==> src/rtl/led_pattern_pkg.sv <==
// Shared definitions for the LED pattern generator and monitor tiles:
// mode encodings, pattern constants and the LFSR step function.
package led_pattern_pkg;

  typedef enum logic [1:0] {
    MODE_COUNT  = 2'd0,
    MODE_KNIGHT = 2'd1,
    MODE_LFSR   = 2'd2,
    MODE_ALT    = 2'd3
  } mode_t;

  typedef enum logic [1:0] {
    ST_IDLE   = 2'd0,
    ST_TRACK  = 2'd1,
    ST_LOCKED = 2'd2
  } mon_state_t;

  localparam int NUM_MODES = 4;

  // Alternating pattern values
  localparam logic [7:0] ALT_A = 8'h55;
  localparam logic [7:0] ALT_B = 8'hAA;

  // Knight Rider turns around at the top bit
  localparam logic [7:0] KNIGHT_TOP = 8'h80;

  // LFSR feedback taps: bits 7, 5, 4 and 3
  localparam logic [7:0] LFSR_TAPS = 8'hB8;

  // Clock cycles between generator steps
  localparam int STEP_PERIOD = 16;

  // One LFSR step; the all-zero lockup state is kicked back to 01
  function automatic logic [7:0] lfsr_next(input logic [7:0] p);
    logic [7:0] n;
    if (p == 8'h00) begin
      n = 8'h01;
    end else begin
      n = {p[6:0], ^(p & LFSR_TAPS)};
    end
    return n;
  endfunction

endpackage

==> src/rtl/led_step_predict.sv <==
// Combinational next-value model of one pattern mode: given the current
// bus value p, produce the value the generator would show next.
module led_step_predict
  import led_pattern_pkg::*;
(
  input  logic [1:0] mode,
  input  logic [7:0] p,
  output logic [7:0] n
);

  // Select the step rule for the requested mode
  always_comb begin
    n = 8'h00;
    case (mode)
      MODE_COUNT: n = p + 8'd1;
      MODE_KNIGHT: begin
        if ((p == 8'h00) || (p == KNIGHT_TOP)) begin
          n = 8'h01;
        end else if (p < KNIGHT_TOP) begin
          n = {p[6:0], 1'b0};
        end else begin
          n = {1'b0, p[7:1]};
        end
      end
      MODE_LFSR: n = lfsr_next(p);
      MODE_ALT:  n = (p == ALT_A) ? ALT_B : ALT_A;
      default:   n = 8'h00;
    endcase
  end

endmodule

==> src/rtl/tt_um_led_pattern_monitor.sv <==
// Receive-side LED pattern monitor: synchronises the LED bus, scores every
// bus change against the four generator modes and reports mode, lock,
// mismatch and stall status.
module tt_um_led_pattern_monitor
  import led_pattern_pkg::*;
#(
  parameter int LOCK_COUNT = 4,
  parameter int TIMEOUT    = 64,
  parameter int TIMEOUT_W  = 8
) (
  input  logic       clk,
  input  logic       rst_n,
  input  logic       ena,
  input  logic [7:0] ui_in,
  output logic [7:0] uo_out,
  input  logic [7:0] uio_in,
  output logic [7:0] uio_out,
  output logic [7:0] uio_oe
);

  logic [7:0] sync1_q, sync1_d;
  logic [7:0] sync2_q, sync2_d;
  logic [7:0] prev_q, prev_d;

  logic [NUM_MODES-1:0][2:0] cnt_q, cnt_d, cnt_upd;
  logic [NUM_MODES-1:0][7:0] expect_n;
  logic [NUM_MODES-1:0]      match;

  mon_state_t           state_q, state_d;
  logic [1:0]           lock_mode_q, lock_mode_d;
  logic                 mismatch_q, mismatch_d;
  logic                 stalled_q, stalled_d;
  logic [TIMEOUT_W-1:0] quiet_q, quiet_d;

  logic       change;
  logic       lock_hit;
  logic [1:0] lock_pick;
  logic [1:0] best_mode;
  logic [1:0] rep_mode;
  logic [2:0] rep_cnt;
  logic       unused_uio;

  assign unused_uio = &{1'b0, uio_in[7:1]};

  // Input synchroniser and previous-value register, frozen while disabled
  always_comb begin
    sync1_d = sync1_q;
    sync2_d = sync2_q;
    prev_d  = prev_q;
    if (ena) begin
      sync1_d = ui_in;
      sync2_d = sync1_q;
      prev_d  = sync2_q;
    end
  end

  assign change = ena && (sync2_q != prev_q);

  for (genvar gi = 0; gi < NUM_MODES; gi++) begin : g_predict
    led_step_predict u_predict (
      .mode (2'(gi)),
      .p    (prev_q),
      .n    (expect_n[gi])
    );
    assign match[gi] = (sync2_q == expect_n[gi]);
  end

  // Per-mode match counters as they would stand after the current change
  always_comb begin
    cnt_upd   = cnt_q;
    lock_hit  = 1'b0;
    lock_pick = 2'd0;
    for (int i = 0; i < NUM_MODES; i++) begin
      if (match[i]) begin
        cnt_upd[i] = (cnt_q[i] == 3'd7) ? 3'd7 : cnt_q[i] + 3'd1;
      end else begin
        cnt_upd[i] = 3'd0;
      end
    end
    for (int i = NUM_MODES - 1; i >= 0; i--) begin
      if (cnt_upd[i] >= 3'(LOCK_COUNT)) begin
        lock_hit  = 1'b1;
        lock_pick = 2'(i);
      end
    end
  end

  // Tracking FSM with quiet-timeout, stall and sticky mismatch handling
  always_comb begin
    state_d     = state_q;
    cnt_d       = cnt_q;
    lock_mode_d = lock_mode_q;
    mismatch_d  = mismatch_q;
    stalled_d   = stalled_q;
    quiet_d     = quiet_q;
    if (ena) begin
      if (uio_in[0]) begin
        mismatch_d = 1'b0;
      end
      if (change) begin
        cnt_d     = cnt_upd;
        quiet_d   = '0;
        stalled_d = 1'b0;
        case (state_q)
          ST_IDLE: state_d = ST_TRACK;
          ST_TRACK: begin
            if (lock_hit) begin
              state_d     = ST_LOCKED;
              lock_mode_d = lock_pick;
            end
          end
          ST_LOCKED: begin
            if (!match[lock_mode_q]) begin
              state_d    = ST_TRACK;
              mismatch_d = 1'b1;
            end
          end
          default: state_d = ST_IDLE;
        endcase
      end else if (state_q != ST_IDLE) begin
        if (quiet_q >= TIMEOUT_W'(TIMEOUT - 1)) begin
          state_d   = ST_IDLE;
          cnt_d     = '0;
          stalled_d = 1'b1;
          quiet_d   = '0;
        end else if (quiet_q != '1) begin
          quiet_d = quiet_q + TIMEOUT_W'(1);
        end
      end
    end
  end

  // State registers, all cleared by the asynchronous reset
  always_ff @(posedge clk or negedge rst_n) begin
    if (!rst_n) begin
      sync1_q     <= '0;
      sync2_q     <= '0;
      prev_q      <= '0;
      cnt_q       <= '0;
      state_q     <= ST_IDLE;
      lock_mode_q <= 2'd0;
      mismatch_q  <= 1'b0;
      stalled_q   <= 1'b0;
      quiet_q     <= '0;
    end else begin
      sync1_q     <= sync1_d;
      sync2_q     <= sync2_d;
      prev_q      <= prev_d;
      cnt_q       <= cnt_d;
      state_q     <= state_d;
      lock_mode_q <= lock_mode_d;
      mismatch_q  <= mismatch_d;
      stalled_q   <= stalled_d;
      quiet_q     <= quiet_d;
    end
  end

  // Reported mode: locked mode, else highest count with ties to lowest index
  always_comb begin
    best_mode = 2'd0;
    for (int i = 1; i < NUM_MODES; i++) begin
      if (cnt_q[i] > cnt_q[best_mode]) begin
        best_mode = 2'(i);
      end
    end
    rep_mode = 2'd0;
    rep_cnt  = 3'd0;
    case (state_q)
      ST_LOCKED: begin
        rep_mode = lock_mode_q;
        rep_cnt  = cnt_q[lock_mode_q];
      end
      ST_TRACK: begin
        rep_mode = best_mode;
        rep_cnt  = cnt_q[best_mode];
      end
      default: begin
        rep_mode = 2'd0;
        rep_cnt  = 3'd0;
      end
    endcase
  end

  assign uo_out  = {rep_cnt, stalled_q, mismatch_q, (state_q == ST_LOCKED), rep_mode};
  assign uio_out = 8'h00;
  assign uio_oe  = 8'h00;

endmodule

==> config.mk <==
export PLATFORM = sky130hd
export DESIGN_NAME = tt_um_led_pattern_monitor
export DESIGN_NICKNAME = d
export VERILOG_FILES = /design/src/rtl/led_pattern_pkg.sv /design/src/rtl/led_step_predict.sv /design/src/rtl/tt_um_led_pattern_monitor.sv
export SDC_FILE = /design/constraint.sdc
export NUM_CORES = 1
export LEC_CHECK = 0
export CAP_MARGIN = 20
export CORE_MARGIN = 8
export CORE_UTILIZATION = 57
export CTS_CLUSTER_SIZE = 8
export DETAILED_ROUTE_END_ITERATION = 8
export HOLD_SLACK_MARGIN = 0.08
export PLACE_DENSITY = 0.88
export SYNTH_ARGS = -nofsm -noshare
export SYNTH_HDL_FRONTEND = slang
export SYNTH_SLANG_ARGS = --single-unit
==> constraint.sdc <==
create_clock -name clk -period 6.65 [get_ports clk]
set_clock_uncertainty 0.15 [all_clocks]
set_input_delay 0.9975 -clock clk [delete_from_list [all_inputs] [get_ports clk]]
set_output_delay 0.9975 -clock clk [all_outputs]
set_load 0.02 [all_outputs]
==> flow_summary.yaml <==
synthesis:
  synthDominantAreaCellType: "sky130_fd_sc_hd__dfrtp_1"
  synth-seq-area-share_pct: 32.9
  synth_cell_type_count: 64
  syn-mean-instance-area_sq_um: 9.07
  ys_top_cells_by_area: "sky130_fd_sc_hd__dfrtp_1 33%, sky130_fd_sc_hd__ha_1 7.9%, sky130_fd_sc_hd__mux2_2 5.9%, sky130_fd_sc_hd__o21ai_0 4.3%, sky130_fd_sc_hd__buf_4 3.8%"
  cell_area_after_synthesis_sq_um: 3800
  post_synth_edffs: 0
  ys_ff_latch: 50
  most_frequently_used_flop_master_after_synthesis: "sky130_fd_sc_hd__dfrtp_1"
  synth.top_cell.area_share_pct: 32.9
  ys.warnings.count: 0
  postSynth.asyncResetShare_pct: 100
  netlist_instances: 419
setup_path:
  crit_fanout: 7
  crit_chain: "ha_1 > nor2b_1 > o21ai_1 > a32oi_1 > mux2_2 > ha_1 > inv_1 > a21o_1 > a21oi_1 > a31oi_2 > mux2_2 > ha_1 > a21o_1 > a21oi_1 > a31oi_2 > mux2_2 > a22oi_1 > nor2b_1 > clkdlybuf4s50_1"
  worstPathArrival_ns: 5.15
  crit_required_ns: 5.50
  reg2reg_depth: 10
  cp-start-kind: "register"
  cp-end-kind: "primary output"
  timing.critical_path.slowest_cell_delay_ns: 0.53
  path_class: "register to primary output"
  cell_at_the_slowest_stage_of_the_critical_path: "sky130_fd_sc_hd__clkdlybuf4s50_1"
place:
  gp_routability_congestion: 0.911
  placed_area_sq_um: 3910
  hpwlAfterDp_um: 6100
  io_buffer_count: 19
floorplanning:
  core_area_sq_um: 6390
  die_width_um: 97.6
  initial_core_util_pct: 59.5
  number_of_top_level_pins: 43
  dieArea_sq_um: 9530
  dieHeight_um: 97.6
  std_cell_rows: 29
flow_run:
  drv_cap: 0
routing:
  detailedRoute.firstIterationViolations: 325
  drt_first_pass_iters: 5
  drc: 0
  dr.max_layer_used: "met4"
  met1Wirelength_um: 3610
  wirelength_um: 8280
  postRouteAntennaNets: 0
  via_count: 3124
  met3RoutedLength_um: 555
  routed_length_per_instance_um: 16.6
  dr_wl_met2_um: 3940
  viasPerCell: 6.27
run_status:
  outcome: "finished, final reports clean"
final_layout:
  n_antenna_cell: 0
  area.sequential_sq_um: 1250
  final_common_cell: "sky130_fd_sc_hd__dfrtp_1"
  fraction_of_final_layout_cells_sized_beyond_drive_strength_1_pct: 11.6
  final_design_area_no_fill_sq_um: 4030
  final_cell_mix: "50 x sky130_fd_sc_hd__dfrtp_1, 37 x sky130_fd_sc_hd__nand2_1, 33 x sky130_fd_sc_hd__o21ai_0, 25 x sky130_fd_sc_hd__inv_1, 24 x sky130_fd_sc_hd__ha_1"
  area_growth_syn_to_layout_pct: 6.16
  fillers: 526
  finish.net_count: 463
  total_area_of_multi_input_combinational_cells_sq_um: 2270
timing:
  total_negative_slack_ns: 0
  max_slew_violation_total_from_the_final_report: 0
  fin_crit_sh_pct: 94.7
  achievable-frequency_ghz: 0.159
  tightest_slew_ns: 0.643
  timing.final.setup_violations: 0
  finalCriticalPeriod_ns: 6.30
  max_slew_margin_pct: 57.2
  final-hold-violation-count: 0
  rsz0062_at_grt: "false"
global_routing:
  vias_in_the_first_global_route: 3069
  grt_overflow_total: 0
  antenna_found_initial: 0
  grt_first_pass_wirelength_um: 14300
  global_route.usage.total_pct: 17.7
  largest_net_degree_at_the_start_of_global_routing: 51
hold_path:
  worst_hold_path_type: "register to register"
  worst_hold_path.num_cells: 2
clock_network:
  clock_insertion_delay_worst_skew_ns: 0.31
  path_clk_slew_ns: 0.10
  cts_tree: "built"
  cts_max_path_buffers: 2
  tritoncts_num_sinks: 50
  clock_tree.root_cell: "sky130_fd_sc_hd__clkbuf_8"
  htree_levels: 2
  cts_made_buffers: 5
power:
  power.total_uw: 941
  worst_ir_drop_vdd_uv: 180
  total_leakage_power_uw: 0.00172
  power_per_cell_area_nw_per_um2: 233
[report_power, final]
group / total (uW) / leakage, uW / internal [uW] / switching [uW]
sequential: 402 / 0.000644 / 336 / 65.6
combinational: 322 / 0.00102 / 151 / 171
clock: 217 / 0.0000585 / 113 / 105
total: 941 / 0.00172 / 600 / 341
[repair_timing]
item                                    CTS  global route
gates resized for setup                   0             2
buffers inserted                          0             0
hold buffers                              0             0
endpoints found under the setup margin    0             5
[critical path, delay by kind of cell, from the launching register on]
kind | cells | cell delay (ns)
AOI/OAI and AO/OA | 9 | 1.59
adders and majority gates | 3 | 0.81
buffers and inverters | 2 | 0.58
DFF | 1 | 0.46
muxes | 3 | 1.19
and+or+nand+nor | 2 | 0.21
[synth_stat cells, types with 3 or more instances]
| cell type | number |
|---|---|
| sky130_fd_sc_hd__o21ai_0 | 33 |
| sky130_fd_sc_hd__and2_1 | 4 |
| sky130_fd_sc_hd__mux4_2 | 3 |
| sky130_fd_sc_hd__a21boi_0 | 3 |
| sky130_fd_sc_hd__nor2_1 | 16 |
| sky130_fd_sc_hd__xnor2_1 | 11 |
| sky130_fd_sc_hd__o22ai_1 | 9 |
| sky130_fd_sc_hd__xor2_1 | 5 |
| sky130_fd_sc_hd__nor2b_1 | 10 |
| sky130_fd_sc_hd__buf_4 | 19 |
| sky130_fd_sc_hd__mux2i_1 | 7 |
| sky130_fd_sc_hd__a31oi_1 | 5 |
| sky130_fd_sc_hd__a2bb2oi_1 | 3 |
| sky130_fd_sc_hd__ha_1 | 24 |
| sky130_fd_sc_hd__a21o_1 | 3 |
| sky130_fd_sc_hd__nand2b_1 | 11 |
| sky130_fd_sc_hd__a21oi_1 | 21 |
| sky130_fd_sc_hd__o2111ai_1 | 3 |
| sky130_fd_sc_hd__nand3_1 | 5 |
| sky130_fd_sc_hd__nand2_1 | 37 |
| sky130_fd_sc_hd__o31ai_1 | 4 |
| sky130_fd_sc_hd__and3_1 | 7 |
| sky130_fd_sc_hd__clkbuf_1 | 14 |
| sky130_fd_sc_hd__nor3_1 | 4 |
| sky130_fd_sc_hd__mux2_2 | 20 |
| sky130_fd_sc_hd__nand4_1 | 5 |
| sky130_fd_sc_hd__a22oi_1 | 3 |
| sky130_fd_sc_hd__a211oi_1 | 4 |
| sky130_fd_sc_hd__dfrtp_1 | 50 |
| sky130_fd_sc_hd__buf_2 | 6 |
| sky130_fd_sc_hd__inv_1 | 25 |
| sky130_fd_sc_hd__or2_2 | 4 |
[area by class of cell]
| cell class | count | share of cell area (%) |
|---|---|---|
| Timing Repair Buffer | 21 | 4.96 |
| Inverter | 26 | 2.42 |
| Clock buffer | 5 | 1.71 |
| Sequential cell | 50 | 31.0 |
| Clock inverter | 3 | 1.09 |
| Multi-Input combinational cell | 316 | 56.4 |
| Tap cell | 77 | 2.39 |
[flip-flops by register name, indices dropped and copies added, names as in the netlist]
name         cells
mismatch_q       1
sync2_q          8
stalled_q        1
prev_q           8
state_q          2
sync1_q          8
cnt_q           12
lock_mode_q      2
quiet_q          8
[layer usage]
metal	vias to the layer above	global-route usage [%]
met4	0	5.94
li1	1460	-
met5	-	0
met3	22	3.56
met1	1517	22.1
met2	125	29.5
[stage by stage]
step                hold WS (ns)  util (%)  setup WS [ns]  instances
floorplan                  0.295         -           1.41        434
global placement           0.310      61.2          0.690        490
detailed placement         0.321      61.2          0.534        490
CTS                        0.347      63.0          0.151        498
global route               0.380      63.1         0.0599        498
finish                     0.341      63.1          0.353        498
[path summary, 6_finish.rpt]
| path | endpoint | start | slack (ns) |
|---|---|---|---|
| max | uo_out[5] | cnt_q[4] | 0.35 |
| min | sync2_q[0] | sync1_q[0] | 0.34 |
| max reg2reg | state_q[1] | prev_q[5] | 3.43 |
| min reg2reg | sync2_q[0] | sync1_q[0] | 0.34 |
| max in group asynchronous | sync2_q[6] | rst_n | 5.28 |
| min in group asynchronous | quiet_q[6] | rst_n | 0.64 |
[kinds of logic after synthesis]
group | share of synthesized area, %
compound gates | 19.4
buf+inv | 8.99
fa+ha+maj | 7.91
flops | 32.9
mux | 9.55
other cells | 0.0987
xor+xnor | 4.91
simple gates | 16.2
Power figures use the tool's default switching activity.
